**src/rtl/breath_led_pwm.sv**
```systemverilog
// Breathing-LED PWM generator clocked by sys_clk and advanced by one-cycle tick_in enables.
// Define LED_ACTIVE_LOW_EN to invert led_out for active-low board LEDs.
module breath_led_pwm #(
   parameter int PWM_STEPS    = 64,
   parameter int HOLD_PERIODS = 2,
   parameter int DUTY_W       = $clog2(PWM_STEPS + 1)
) (
   input  logic              sys_clk,
   input  logic              sys_rst,
   input  logic              tick_in,
   input  logic              enable,
   output logic              led_out,
   output logic              period_done,
   output logic [DUTY_W-1:0] duty_level
);

   localparam int CNT_W  = (PWM_STEPS > 1) ? $clog2(PWM_STEPS) : 1;
   localparam int HOLD_W = (HOLD_PERIODS > 1) ? $clog2(HOLD_PERIODS) : 1;

   localparam logic [CNT_W-1:0]  PWM_LAST  = CNT_W'(PWM_STEPS - 1);
   localparam logic [HOLD_W-1:0] HOLD_LAST = HOLD_W'(HOLD_PERIODS - 1);
   localparam logic [DUTY_W-1:0] DUTY_MAX  = DUTY_W'(PWM_STEPS);

`ifdef LED_ACTIVE_LOW_EN
   localparam logic LED_OFF = 1'b1;
`else
   localparam logic LED_OFF = 1'b0;
`endif

   typedef enum logic [1:0] {
      IDLE = 2'd0,
      RISE = 2'd1,
      FALL = 2'd2
   } state_t;

   state_t              state_q, state_d;
   logic [CNT_W-1:0]    pwm_cnt_q, pwm_cnt_d;
   logic [HOLD_W-1:0]   hold_cnt_q, hold_cnt_d;
   logic [DUTY_W-1:0]   duty_q, duty_d;
   logic                period_done_q, period_done_d;
   logic                led_q, led_d;

   always_comb begin
      state_d       = state_q;
      pwm_cnt_d     = pwm_cnt_q;
      hold_cnt_d    = hold_cnt_q;
      duty_d        = duty_q;
      period_done_d = 1'b0;
      // Compare uses the registered count/duty, so led_out lags them by one edge.
      led_d = LED_OFF ^ ((state_q != IDLE) && (DUTY_W'(pwm_cnt_q) < duty_q));

      if (!enable) begin
         state_d    = IDLE;
         pwm_cnt_d  = '0;
         hold_cnt_d = '0;
         duty_d     = '0;
      end else if (state_q == IDLE) begin
         state_d    = RISE;
         pwm_cnt_d  = '0;
         hold_cnt_d = '0;
         duty_d     = '0;
      end else if (tick_in) begin
         if (pwm_cnt_q == PWM_LAST) begin
            pwm_cnt_d     = '0;
            period_done_d = 1'b1;
            if (hold_cnt_q == HOLD_LAST) begin
               hold_cnt_d = '0;
               if (state_q == RISE) begin
                  duty_d = duty_q + DUTY_W'(1);
                  if (duty_d == DUTY_MAX) state_d = FALL;
               end else begin
                  duty_d = duty_q - DUTY_W'(1);
                  if (duty_d == '0) state_d = RISE;
               end
            end else begin
               hold_cnt_d = hold_cnt_q + HOLD_W'(1);
            end
         end else begin
            pwm_cnt_d = pwm_cnt_q + CNT_W'(1);
         end
      end
   end

   always_ff @(posedge sys_clk) begin
      if (sys_rst) begin
         state_q       <= IDLE;
         pwm_cnt_q     <= '0;
         hold_cnt_q    <= '0;
         duty_q        <= '0;
         period_done_q <= 1'b0;
         led_q         <= LED_OFF;
      end else begin
         state_q       <= state_d;
         pwm_cnt_q     <= pwm_cnt_d;
         hold_cnt_q    <= hold_cnt_d;
         duty_q        <= duty_d;
         period_done_q <= period_done_d;
         led_q         <= led_d;
      end
   end

   assign led_out     = led_q;
   assign period_done = period_done_q;
   assign duty_level  = duty_q;

endmodule

```
**config.mk**
```make
export PLATFORM = sky130hd
export DESIGN_NAME = breath_led_pwm
export DESIGN_NICKNAME = d
export VERILOG_FILES = /design/src/rtl/breath_led_pwm.sv
export SDC_FILE = /design/constraint.sdc
export NUM_CORES = 1
export LEC_CHECK = 0
export CORE_AREA = 2 2 45 47
export DETAILED_ROUTE_END_ITERATION = 8
export DIE_AREA = 0 0 47 49
export DONT_BUFFER_PORTS = 1
export GPL_ROUTABILITY_DRIVEN = 0
export PLACE_DENSITY = 0.82
export SLEW_MARGIN = 20
export SYNTH_ARGS = -nofsm -noshare
export SYNTH_HDL_FRONTEND = slang
export SYNTH_SLANG_ARGS = --single-unit
```
**constraint.sdc**
```tcl
create_clock -name sys_clk -period 2.05 [get_ports sys_clk]
set_input_delay 0.3075 -clock sys_clk [delete_from_list [all_inputs] [get_ports sys_clk]]
set_output_delay 0.3075 -clock sys_clk [all_outputs]
set_load 0.03 [all_outputs]
```
# Word-level counts from Yosys, hierarchy flattened
# Cells that the tools add are included.
[totals]
mem_bits_rw = 0
latchBits = 0
out_inout_bits = 9
regBits = 18
input_bits = 4
mem_count = 0
rom_bits = 0
[op_classes]
multipliers = 0
shift = 0
muxes = 11
n_bitwise = 2
n_reduce_logical = 16
n_addsub = 4
n_eq_ne = 5
div_mod_pow = 0
n_lt_le_gt_ge = 1
[ops]
columns = ["op", "count"]
rows = [
  ["$reduce_and A5 Y1", 2],
  ["$reduce_bool A2 Y1", 5],
  ["$add A7 B1 Y7 const B", 1],
  ["$eq A7 B7 Y1 const B", 1],
  ["$logic_not A7 Y1", 1],
  ["$lt A6 B7 Y1", 1],
  ["$mux W7", 1],
  ["$sub A7 B1 Y7 const B", 1],
  ["$add A6 B1 Y6 const B", 1],
  ["$eq A6 B6 Y1 const B", 1],
  ["$mux W1", 6],
  ["$mux W2", 3],
  ["$mux W6", 1],
  ["$reduce_or A4 Y1", 1],
  ["$ne A3 B2 Y1 const B", 1],
  ["$reduce_and A3 Y1", 1],
  ["$reduce_bool A3 Y1", 1],
  ["$reduce_or A3 Y1", 1],
  ["$eq A2 B1 Y1 const B", 1],
  ["$logic_not A2 Y1", 1],
  ["$ne A2 B1 Y1 const B", 1],
  ["$not A1 Y1", 2],
  ["$reduce_and A2 Y1", 1],
  ["$reduce_or A2 Y1", 1],
  ["2 further kinds", 2],
]

# Longest topological paths before layout
# Gate-level depths: netlist (run 1).
[logic_depth]
depth_word = 8
mapped_depth = 7

# Worst setup path after synthesis (run 1)
# No wires, ideal clock.
[synth_path]
path_kind = "register -> register"
start = "register duty_q[2], in the netlist duty_level[2]"
end = "register state_q[0]"
slack_ns = 0.237
period_less_slack_ns = 1.813
t_arrival_ns = 1.695
path_stages_with_launch = 7
path_cell_list = "dfxtp_1 > buf_6 > nand3_2 > or3_1 > a211oi_2 > nand2b_1 > a32o_2"
[synth_via]
elab_chain_len = 4
word_cells_on_any_way = 7
[synth_rtl]
columns = ["item", "line", "rtl"]
rows = [
  ["start, declared", "39", "logic [DUTY_W-1:0] duty_q, duty_d;"],
  ["start signal, assigned", "96", "duty_q <= duty_d;"],
  ["$add A7 B1 Y7 / $sub A7 B1 Y7 (equally long branches)", "69, 72", ""],
  ["$eq A7 B7 Y1 / $logic_not A7 Y1 (equally long branches)", "70, 73", ""],
  ["$ne A3 B2 Y1 (no line) / $reduce_bool A3 Y1 (equally long branches)", "-", ""],
  ["$reduce_and A5 Y1 (no line) *", "-", ""],
  ["end signal, assigned", "93", "state_q <= state_d;"],
  ["end, declared", "36", "state_t state_q, state_d;"],
]
# Mark *: on every way between the ends. The rest lies on a longest branch, timed or not.
# A chain may end at the register's enable or synchronous reset.

# Final worst setup path (run 1)
[layout_path]
start = "register pwm_cnt_q[0]"
end = "register state_q[1]"
[layout_via]
elab_chain_len = 2
[layout_rtl]
columns = ["item", "line", "rtl"]
rows = [
  ["start, declared", "37", "logic [CNT_W-1:0] pwm_cnt_q, pwm_cnt_d;"],
  ["start signal, assigned", "94", "pwm_cnt_q <= pwm_cnt_d;"],
  ["$eq A6 B6 Y1", "63", "if (pwm_cnt_q == PWM_LAST) begin"],
  ["$reduce_and A5 Y1 (no line)", "-", ""],
]
# Every way passes these cells.

==> results of run 1 <==
registers in the layout, summed over array words and instances (netlist names):
name / cells
duty_level: 7
pwm_cnt_q: 6
state_q: 2
hold_cnt_q: 1
led_out: 1
period_done: 1
synthesized netlist by cell type:
master | instances | area [um2]
a211oi_1 | 1 | 7.51
a211oi_2 | 1 | 12.5
a21oi_1 | 8 | 40.0
a32o_2 | 1 | 11.3
and2b_2 | 1 | 8.76
and3_2 | 2 | 15.0
buf_6 | 2 | 22.5
clkbuf_1 | 1 | 3.75
clkbuf_8 | 1 | 13.8
dfxtp_1 | 18 | 360
ha_1 | 9 | 113
inv_1 | 7 | 26.3
mux2i_1 | 1 | 10.0
nand2_1 | 7 | 26.3
nand2b_1 | 4 | 25.0
nand3_1 | 4 | 20.0
nand3_2 | 1 | 10.0
nand4_1 | 4 | 25.0
nor2_1 | 20 | 75.1
nor2b_1 | 1 | 6.26
nor3_1 | 3 | 15.0
o2111ai_1 | 1 | 8.76
o211a_1 | 1 | 10.0
o21ai_0 | 3 | 15.0
o22ai_1 | 1 | 6.26
o31ai_1 | 2 | 15.0
or2b_2 | 1 | 8.76
or3_1 | 4 | 25.0
or4_1 | 1 | 7.51
xnor2_1 | 10 | 87.6
xor2_1 | 4 | 35.0
power by group through the flow:
| stage | clock [mW] | sequential [mW] | combinational [mW] |
|---|---|---|---|
| final | 0.222 | 0.354 | 0.0263 |
| after global placement | 0 | 0.361 | 0.0249 |
| after global routing | 0.240 | 0.354 | 0.0289 |
| after CTS | 0.224 | 0.354 | 0.0258 |
| after floorplan | 0 | 0.361 | 0.0229 |
| after detailed placement | 0 | 0.362 | 0.0253 |
critical path: cells and delay by family (launching register included):
| family | cells | cell delay, ns |
|---|---|---|
| AO/OA/AOI/OAI | 2 | 0.58 |
| AND/OR/NAND/NOR | 2 | 0.54 |
| flip-flops | 1 | 0.41 |
| adder cells (fa/ha/maj) | 1 | 0.19 |
how the worst min path moves through the flow:
stage,end,slack (ns),cells past startpoint
2_1_floorplan,pwm_cnt_q[0],0.44,2
5_1_grt,pwm_cnt_q[0],0.14,2
3_3_place_gp,pwm_cnt_q[0],0.46,2
6_report,pwm_cnt_q[0],0.15,2
4_1_cts,pwm_cnt_q[0],0.15,2
3_5_place_dp,pwm_cnt_q[0],0.46,2
cell type report:
type | count | area, um2
fillers | 164 | 686
multi-input cells | 96 | 639
flip-flops and latches | 18 | 360
repair buffers | 8 | 60.1
clock buffers | 4 | 36.3
well taps | 27 | 33.8
inverters | 7 | 26.3
cell families after synthesis:
logic type / synth area share (%)
AOI/OAI and AO/OA: 11.9
xor gates and xnor gates: 11.5
adders and majority gates: 10.6
buffers and inverters: 6.22
DFF: 33.8
muxes: 0.939
and+or+nand+nor: 25.1
per-layer routing:
metal  GRT usage [%]  wire, um
met1            31.6       966
met2            35.4      1070
met3            3.33       136
met4            6.48        17
met5               0         0
==> impl_metrics.json, run 1 <==
{
  "outcome": "finished clean",
  "io_buffers": 0,
  "ioPinCount": 13,
  "vias_per_cell": 5.70,
  "max_slew_margin_pct": 58.4,
  "crit_end": "state_q[1]",
  "syn_area_um2": 1070,
  "yosysSeqAreaShare_pct": 33.8,
  "p_total_mw": 0.602,
  "die_w_um": 47,
  "ys_ff_latch": 18,
  "hold_viol": 0,
  "worstPathCellList": "ha_1, and3_2, nand3_1, o31ai_1, o22ai_1",
  "clockPowerShare_pct": 36.9,
  "endpoint_kind": "register",
  "post-route-period-util_pct": 89.2,
  "leakagePower_nw": 0.430,
  "ys_warn_count": 0,
  "hp-start": "tick_in",
  "dp.final_hpwl_um": 1650,
  "hp-class": "in2reg",
  "synth_cell_types": 31,
  "switching_power_mw": 0.131,
  "antennaDiodeCount": 0,
  "drc": 0,
  "layout_commonest_cell": "nor2_1",
  "fin_nets": 147,
  "reg2reg_slack_ns": 0.22,
  "core_um2": 1840,
  "synth.avg_cell_area_um2": 8.53,
  "setup_viol": 0,
  "pwr-share-comb_pct": 4.4,
  "cts.path.max_buffers": 2,
  "seq_power_share_pct": 58.7,
  "reg2reg_to": "state_q[1]",
  "place_ws_ns": 0.267,
  "switching_share_pct": 21.8,
  "rows": 16,
  "drt_iter0_markers": 22,
  "num_vias": 912,
  "clk_pin_slew_ns": 0.10,
  "ff2ff_path_depth": 5,
  "fin_util_pct": 62.8,
  "final_cell_area_um2": 1160,
  "cp-start-kind": "register",
  "r2r-start": "pwm_cnt_q[0]",
  "fin_setup_tns_ns": 0,
  "tightest_slew_ns": 0.617,
  "drtAntennaViolNets": 0,
  "cts_hold_buf": 0,
  "drv_cap": 0,
  "min_period_ns": 1.83,
  "placed_area_um2": 1120,
  "path_max_fanout": 11,
  "rsz0062_at_grt": "no",
  "crit_path_top_delay_cell": "o31ai_1",
  "synthToLayoutAreaGrowth_pct": 8.45,
  "gr-total-overflow": 0,
  "cts_buffers": 3,
  "crit_type": "reg2reg",
  "wl_per_cell_um": 13.7,
  "start_util_pct": 57.9,
  "post_cts_buffers": 0,
  "clock-sinks": 18,
  "grt_pass1_vias": 895,
  "layout_common_cells": "nor2_1 (20), dfxtp_1 (18), xnor2_1 (10)",
  "dieArea_um2": 2300,
  "crit_path_max_incr_delay_ns": 0.45,
  "grt_max_degree": 12,
  "drive_gt1_share_pct": 14.3,
  "cp.arrival_ns": 2.01,
  "peakVddDrop_mv": 0.328,
  "cts_resized": 0,
  "postRouteWirelength_um": 2190,
  "fmax_ghz": 0.547,
  "gr-usage-all-layers_pct": 22.6,
  "antenna_found_initial": 0,
  "clock-root-buffer": "clkbuf_4",
  "clk_latency_ns": 0.30,
  "fin_worst_skew_ns": 0.000615,
  "slew_viol_final": 0,
  "cts_tree": "yes",
  "grt_pass1_wl_um": 3870,
  "fin_hold_ws_ns": 0.145,
  "syn_inst": 125,
  "ctsHtreeMaxLevel": 1,
  "syn_nets": 138,
  "critical_path_required_ns": 2.24,
  "placedCellCount": 156,
  "cellPowerDensity_nw_per_um2": 521,
  "stdcell_count": 160,
  "setup_slack_ns": 0.221,
  "intPower_mw": 0.471,
  "die_h_um": 49,
  "dr.pass1.iters": 7,
  "crit_start": "pwm_cnt_q[0]"
}
Power figures use the tool's default switching activity.
==> run 2, diff against run 1 <==
- MAX_ROUTING_LAYER: default -> met4
==> run 2 against run 1 <==
Against the previous run: wire length rose by 0.32%; global-route usage rose by 0.58 points; utilization did not move; non-clock buffer count did not move; final cell count did not move; register-to-register slack barely moved; sequential share of layout area did not move; clock power barely moved; count of clock-buffer cells in the layout did not move; total power barely moved; critical endpoint unchanged; largest power group unchanged.
==> impl_metrics.json, run 2 (same netlist as run 1, synthesis figures left out) <==
{
  "place_ws_ns": 0.267,
  "clockPowerShare_pct": 36.9,
  "num_vias": 918,
  "r2r-start": "pwm_cnt_q[0]",
  "multi_input_area_um2": 639,
  "hp-class": "in2reg",
  "seq_power_share_pct": 58.7,
  "cts.path.max_buffers": 2,
  "fmax_ghz": 0.547,
  "wl_per_cell_um": 13.7,
  "grt_pass1_vias": 892,
  "slew_viol_final": 0,
  "grt_pass1_wl_um": 3870,
  "placedCellCount": 156,
  "drive_gt1_share_pct": 14.3,
  "setup_slack_ns": 0.223,
  "start_util_pct": 57.9,
  "intPower_mw": 0.471,
  "dp.final_hpwl_um": 1650,
  "met3_usage_pct": 3.33,
  "peakVddDrop_mv": 0.327,
  "clk_latency_ns": 0.30,
  "postRouteWirelength_um": 2200,
  "path_max_fanout": 11,
  "endpoint_kind": "register",
  "die_w_um": 47,
  "crit_type": "reg2reg",
  "post_cts_buffers": 0,
  "die_h_um": 49,
  "tightest_slew_ns": 0.619,
  "ff2ff_path_depth": 5,
  "critical_path_required_ns": 2.23,
  "core_um2": 1840,
  "largest_reg_flops": 7,
  "cts_hold_buf": 0,
  "switching_power_mw": 0.131,
  "pwr-share-comb_pct": 4.4,
  "cp-start-kind": "register",
  "cts_resized": 0,
  "max_slew_margin_pct": 58.3,
  "cellPowerDensity_nw_per_um2": 521,
  "ioPinCount": 13,
  "cts_buffers": 3,
  "grt.met2_usage_pct": 35.4,
  "post-route-period-util_pct": 89.1,
  "clk_pin_slew_ns": 0.10,
  "setup_viol": 0,
  "reg2reg_slack_ns": 0.22,
  "ctsHtreeMaxLevel": 1,
  "rows": 16,
  "fin_hold_ws_ns": 0.147,
  "drtAntennaViolNets": 0,
  "outcome": "finished clean",
  "rsz0062_at_grt": "no",
  "leakagePower_nw": 0.430,
  "fin_setup_tns_ns": 0,
  "grt_use_met1_pct": 31.6,
  "drt_iter0_markers": 22,
  "switching_share_pct": 21.7,
  "fin_nets": 147,
  "cp.arrival_ns": 2.01,
  "grt_max_degree": 12,
  "register_area_um2": 360,
  "clock-sinks": 18,
  "io_buffers": 0,
  "dieArea_um2": 2300,
  "min_period_ns": 1.83,
  "fin_worst_skew_ns": 0.00156,
  "antennaDiodeCount": 0,
  "dr.pass1.iters": 5,
  "hold_viol": 0,
  "worstHoldPathCells": 2,
  "vias_per_cell": 5.74,
  "drv_cap": 0,
  "stdcell_count": 160,
  "layout_commonest_cell": "nor2_1",
  "clock-root-buffer": "clkbuf_4",
  "reg2reg_to": "state_q[1]",
  "hp-start": "tick_in",
  "layout_common_cells": "nor2_1 (20), dfxtp_1 (18), xnor2_1 (10)",
  "cts_tree": "yes",
  "nFillCells": 164,
  "antenna_found_initial": 0,
  "grt.busiest_layer": "met2",
  "gr-total-overflow": 0,
  "min_to": "pwm_cnt_q[0]",
  "synthToLayoutAreaGrowth_pct": 8.45,
  "gr-usage-all-layers_pct": 23.2,
  "drc": 0
}
[run 2: how the worst max path moves through the flow]
stage                       start          to  slack [ns]  cells after the start
global route         pwm_cnt_q[1]  state_q[1]        0.14                      5
CTS                  pwm_cnt_q[0]  state_q[1]        0.25                      5
global placement    duty_level[0]  state_q[0]        0.40                      5
finish               pwm_cnt_q[0]  state_q[1]        0.22                      5
floorplan           duty_level[2]  state_q[0]        0.24                      6
detailed placement   pwm_cnt_q[0]  state_q[1]        0.27                      5
[run 2: critical path, stage by stage, from the launching register on]
cell and delay, ns:
dfxtp_1 0.41, ha_1 0.19, and3_2 0.21, nand3_1 0.33, o31ai_1 0.45, o22ai_1 0.13
[run 2: metal layers]
layer,vias up,wire [um]
met4,0,36
met1,426,966
met2,43,1060
met3,7,132
met5,-,0
li1,442,-
[run 2: layout make-up]
class | instances | area share [%]
Clock buffer | 4 | 3.14
Inverter | 7 | 2.27
Multi-Input combinational cell | 96 | 55.3
Sequential cell | 18 | 31.2
Tap cell | 27 | 2.92
Timing Repair Buffer | 8 | 5.19
[run 2: power groups by stage]
stage | logic, mW | clock network, mW | registers [mW]
final | 0.0262 | 0.222 | 0.354
after global routing | 0.0289 | 0.240 | 0.354
after CTS | 0.0258 | 0.224 | 0.354
after detailed placement | 0.0253 | 0 | 0.362
after global placement | 0.0249 | 0 | 0.361
after floorplan | 0.0229 | 0 | 0.361
[run 2: through the flow]
step	utilization [%]	total power, mW	instance area, um2
global route	62.8	0.624	1160
floorplan	-	0.384	1070
detailed placement	60.8	0.387	1120
CTS	62.8	0.604	1160
global placement	60.8	0.386	1120
finish	62.8	0.602	1160
==> run 3, diff against run 2 <==
- clock period: 2.05 -> 1.8 ns (I/O delays scaled with it)
==> run 3 against run 2 <==
Against the previous run: first-iteration DRC count grew 18%; die area is the same; worst hold slack lost 0.035 ns; design area grew 0.87%; sequential power grew 14%; utilization grew 0.54 points; register-to-register slack lost 0.14 ns; global-route usage shrank 2.2 points; sequential share of layout area grew 0.054 points; via count shrank 3.3%; worst setup slack lost 0.14 ns; clock skew is essentially flat; highest routed layer unchanged.
==> impl_metrics.json, run 3 (same netlist as run 1, synthesis figures left out) <==
{
  "max_slew_margin_pct": 72.3,
  "core_um2": 1840,
  "rows": 16,
  "fin_worst_skew_ns": 0.00114,
  "grt_pass1_wl_um": 3500,
  "switching_share_pct": 22.6,
  "p_total_mw": 0.635,
  "antennaDiodeCount": 0,
  "critical_path_required_ns": 2.00,
  "endpoint_kind": "register",
  "switching_power_mw": 0.143,
  "drc": 0,
  "cts_tree": "yes",
  "postRouteWirelength_um": 2030,
  "clk_latency_ns": 0.29,
  "hp-class": "in2reg",
  "dr_wl_met2_um": 912,
  "placed_area_um2": 1140,
  "ioPinCount": 13,
  "drv_cap": 0,
  "slew_viol_final": 0,
  "die_h_um": 49,
  "clockPowerShare_pct": 31.9,
  "drtAntennaViolNets": 0,
  "leakagePower_nw": 0.434,
  "io_buffers": 0,
  "seq_power_share_pct": 63.5,
  "top_layer": "met4",
  "grt_pass1_vias": 814,
  "vias_per_cell": 5.52,
  "intPower_mw": 0.491,
  "met3_length_um": 114,
  "min_period_ns": 1.72,
  "dieArea_um2": 2300,
  "dr.pass1.iters": 4,
  "antenna_found_initial": 0,
  "fmax_ghz": 0.582,
  "largest_reg_flops": 7,
  "die_w_um": 47,
  "cellPowerDensity_nw_per_um2": 544,
  "outcome": "finished clean",
  "fin_setup_tns_ns": 0,
  "m1WireLength_um": 943,
  "rsz0062_at_grt": "no",
  "num_vias": 888,
  "gr-total-overflow": 0,
  "crit_type": "reg2reg",
  "peakVddDrop_mv": 0.329,
  "r2r-start": "pwm_cnt_q[0]",
  "fin_nets": 149,
  "tightest_slew_ns": 0.416,
  "ctsHtreeMaxLevel": 1,
  "dp.final_hpwl_um": 1490,
  "path_max_fanout": 8,
  "layout_common_cells": "nor2_1 (20), dfxtp_1 (15), xnor2_1 (10), buf_4 (10), ha_1 (9)",
  "layout_commonest_cell": "nor2_1",
  "cp-start-kind": "register",
  "setup_viol": 0,
  "start_util_pct": 57.9,
  "hold_viol": 0,
  "drive_gt1_share_pct": 17.9,
  "crit_start": "pwm_cnt_q[0]",
  "drt_iter0_markers": 26,
  "cts_buffers": 3,
  "pwr-share-comb_pct": 4.6,
  "cts.path.max_buffers": 2,
  "clk_pin_slew_ns": 0.10,
  "wl_per_cell_um": 12.6,
  "setup_slack_ns": 0.0810,
  "clock-root-buffer": "clkbuf_4",
  "hp-start": "tick_in",
  "clock-sinks": 18,
  "place_ws_ns": 0.0888,
  "gr-usage-all-layers_pct": 21.0,
  "grt_max_degree": 12,
  "final_cell_area_um2": 1170,
  "cp.arrival_ns": 1.92,
  "post-route-period-util_pct": 95.5,
  "synthToLayoutAreaGrowth_pct": 9.39
}
## run 3: cell count changes in the layout (fill, tap and decap cells not counted)
cell	delta
o31ai_2	+1
dfxtp_1	-3
dfxtp_2	+3
o31ai_1	-1
clkbuf_8	-1
buf_4	+2
## run 3: path summary, 6_finish.rpt
| check | end | slack (ns) | depth (start not counted) |
|---|---|---|---|
| worst min register to register | hold_cnt_q | 0.53 | 2 |
| worst min-delay path | pwm_cnt_q[0] | 0.11 | 2 |
| worst max-delay path | state_q[0] | 0.08 | 5 |
| worst max register to register | state_q[0] | 0.08 | 5 |
## run 3: routing by layer
layer / up-vias / GRT usage [%]
met2: 28 / 27.4
met4: 0 / 11.1
met1: 406 / 29.0
li1: 447 / -
met5: - / -
met3: 7 / 5.93
## run 3: through the flow
step | hold WS, ns | instances | utilization (%)
final | 0.112 | 161 | 63.3
after global routing | 0.119 | 161 | 63.3
after CTS | 0.117 | 161 | 62.9
after detailed placement | 0.423 | 158 | 61.7
after global placement | 0.419 | 158 | 61.7
after floorplan | 0.407 | 125 | -
## run 3: final cells by class
type	count	area, um2
clock buffers	3	22.5
fillers	177	676
inverters	7	26.3
multi-input cells	96	644
flip-flops and latches	18	364
well taps	27	33.8
repair buffers	10	75.1
## run 3: power by group through the flow
stage               Sequential, mW  Clock, mW  Combinational (mW)
finish                       0.403      0.203              0.0292
global placement             0.412          0              0.0287
detailed placement           0.412          0              0.0284
CTS                          0.403      0.202              0.0288
floorplan                    0.411          0              0.0261
global route                 0.403      0.226              0.0323
## run 3: critical path, stage by stage, from the launching register on
cell and delay (ns):
dfxtp_1 0.40, ha_1 0.18, and3_2 0.21, nand3_1 0.29
nand2b_1 0.28, a32o_2 0.26
## run 3: repair_timing
action / 4_1_cts / 5_1_grt
setup buffers: 0 / 0
hold buffers: 0 / 0
setup endpoints to repair: 0 / 2
gates resized for setup: 0 / 3
hold endpoints to repair: 0 / 0
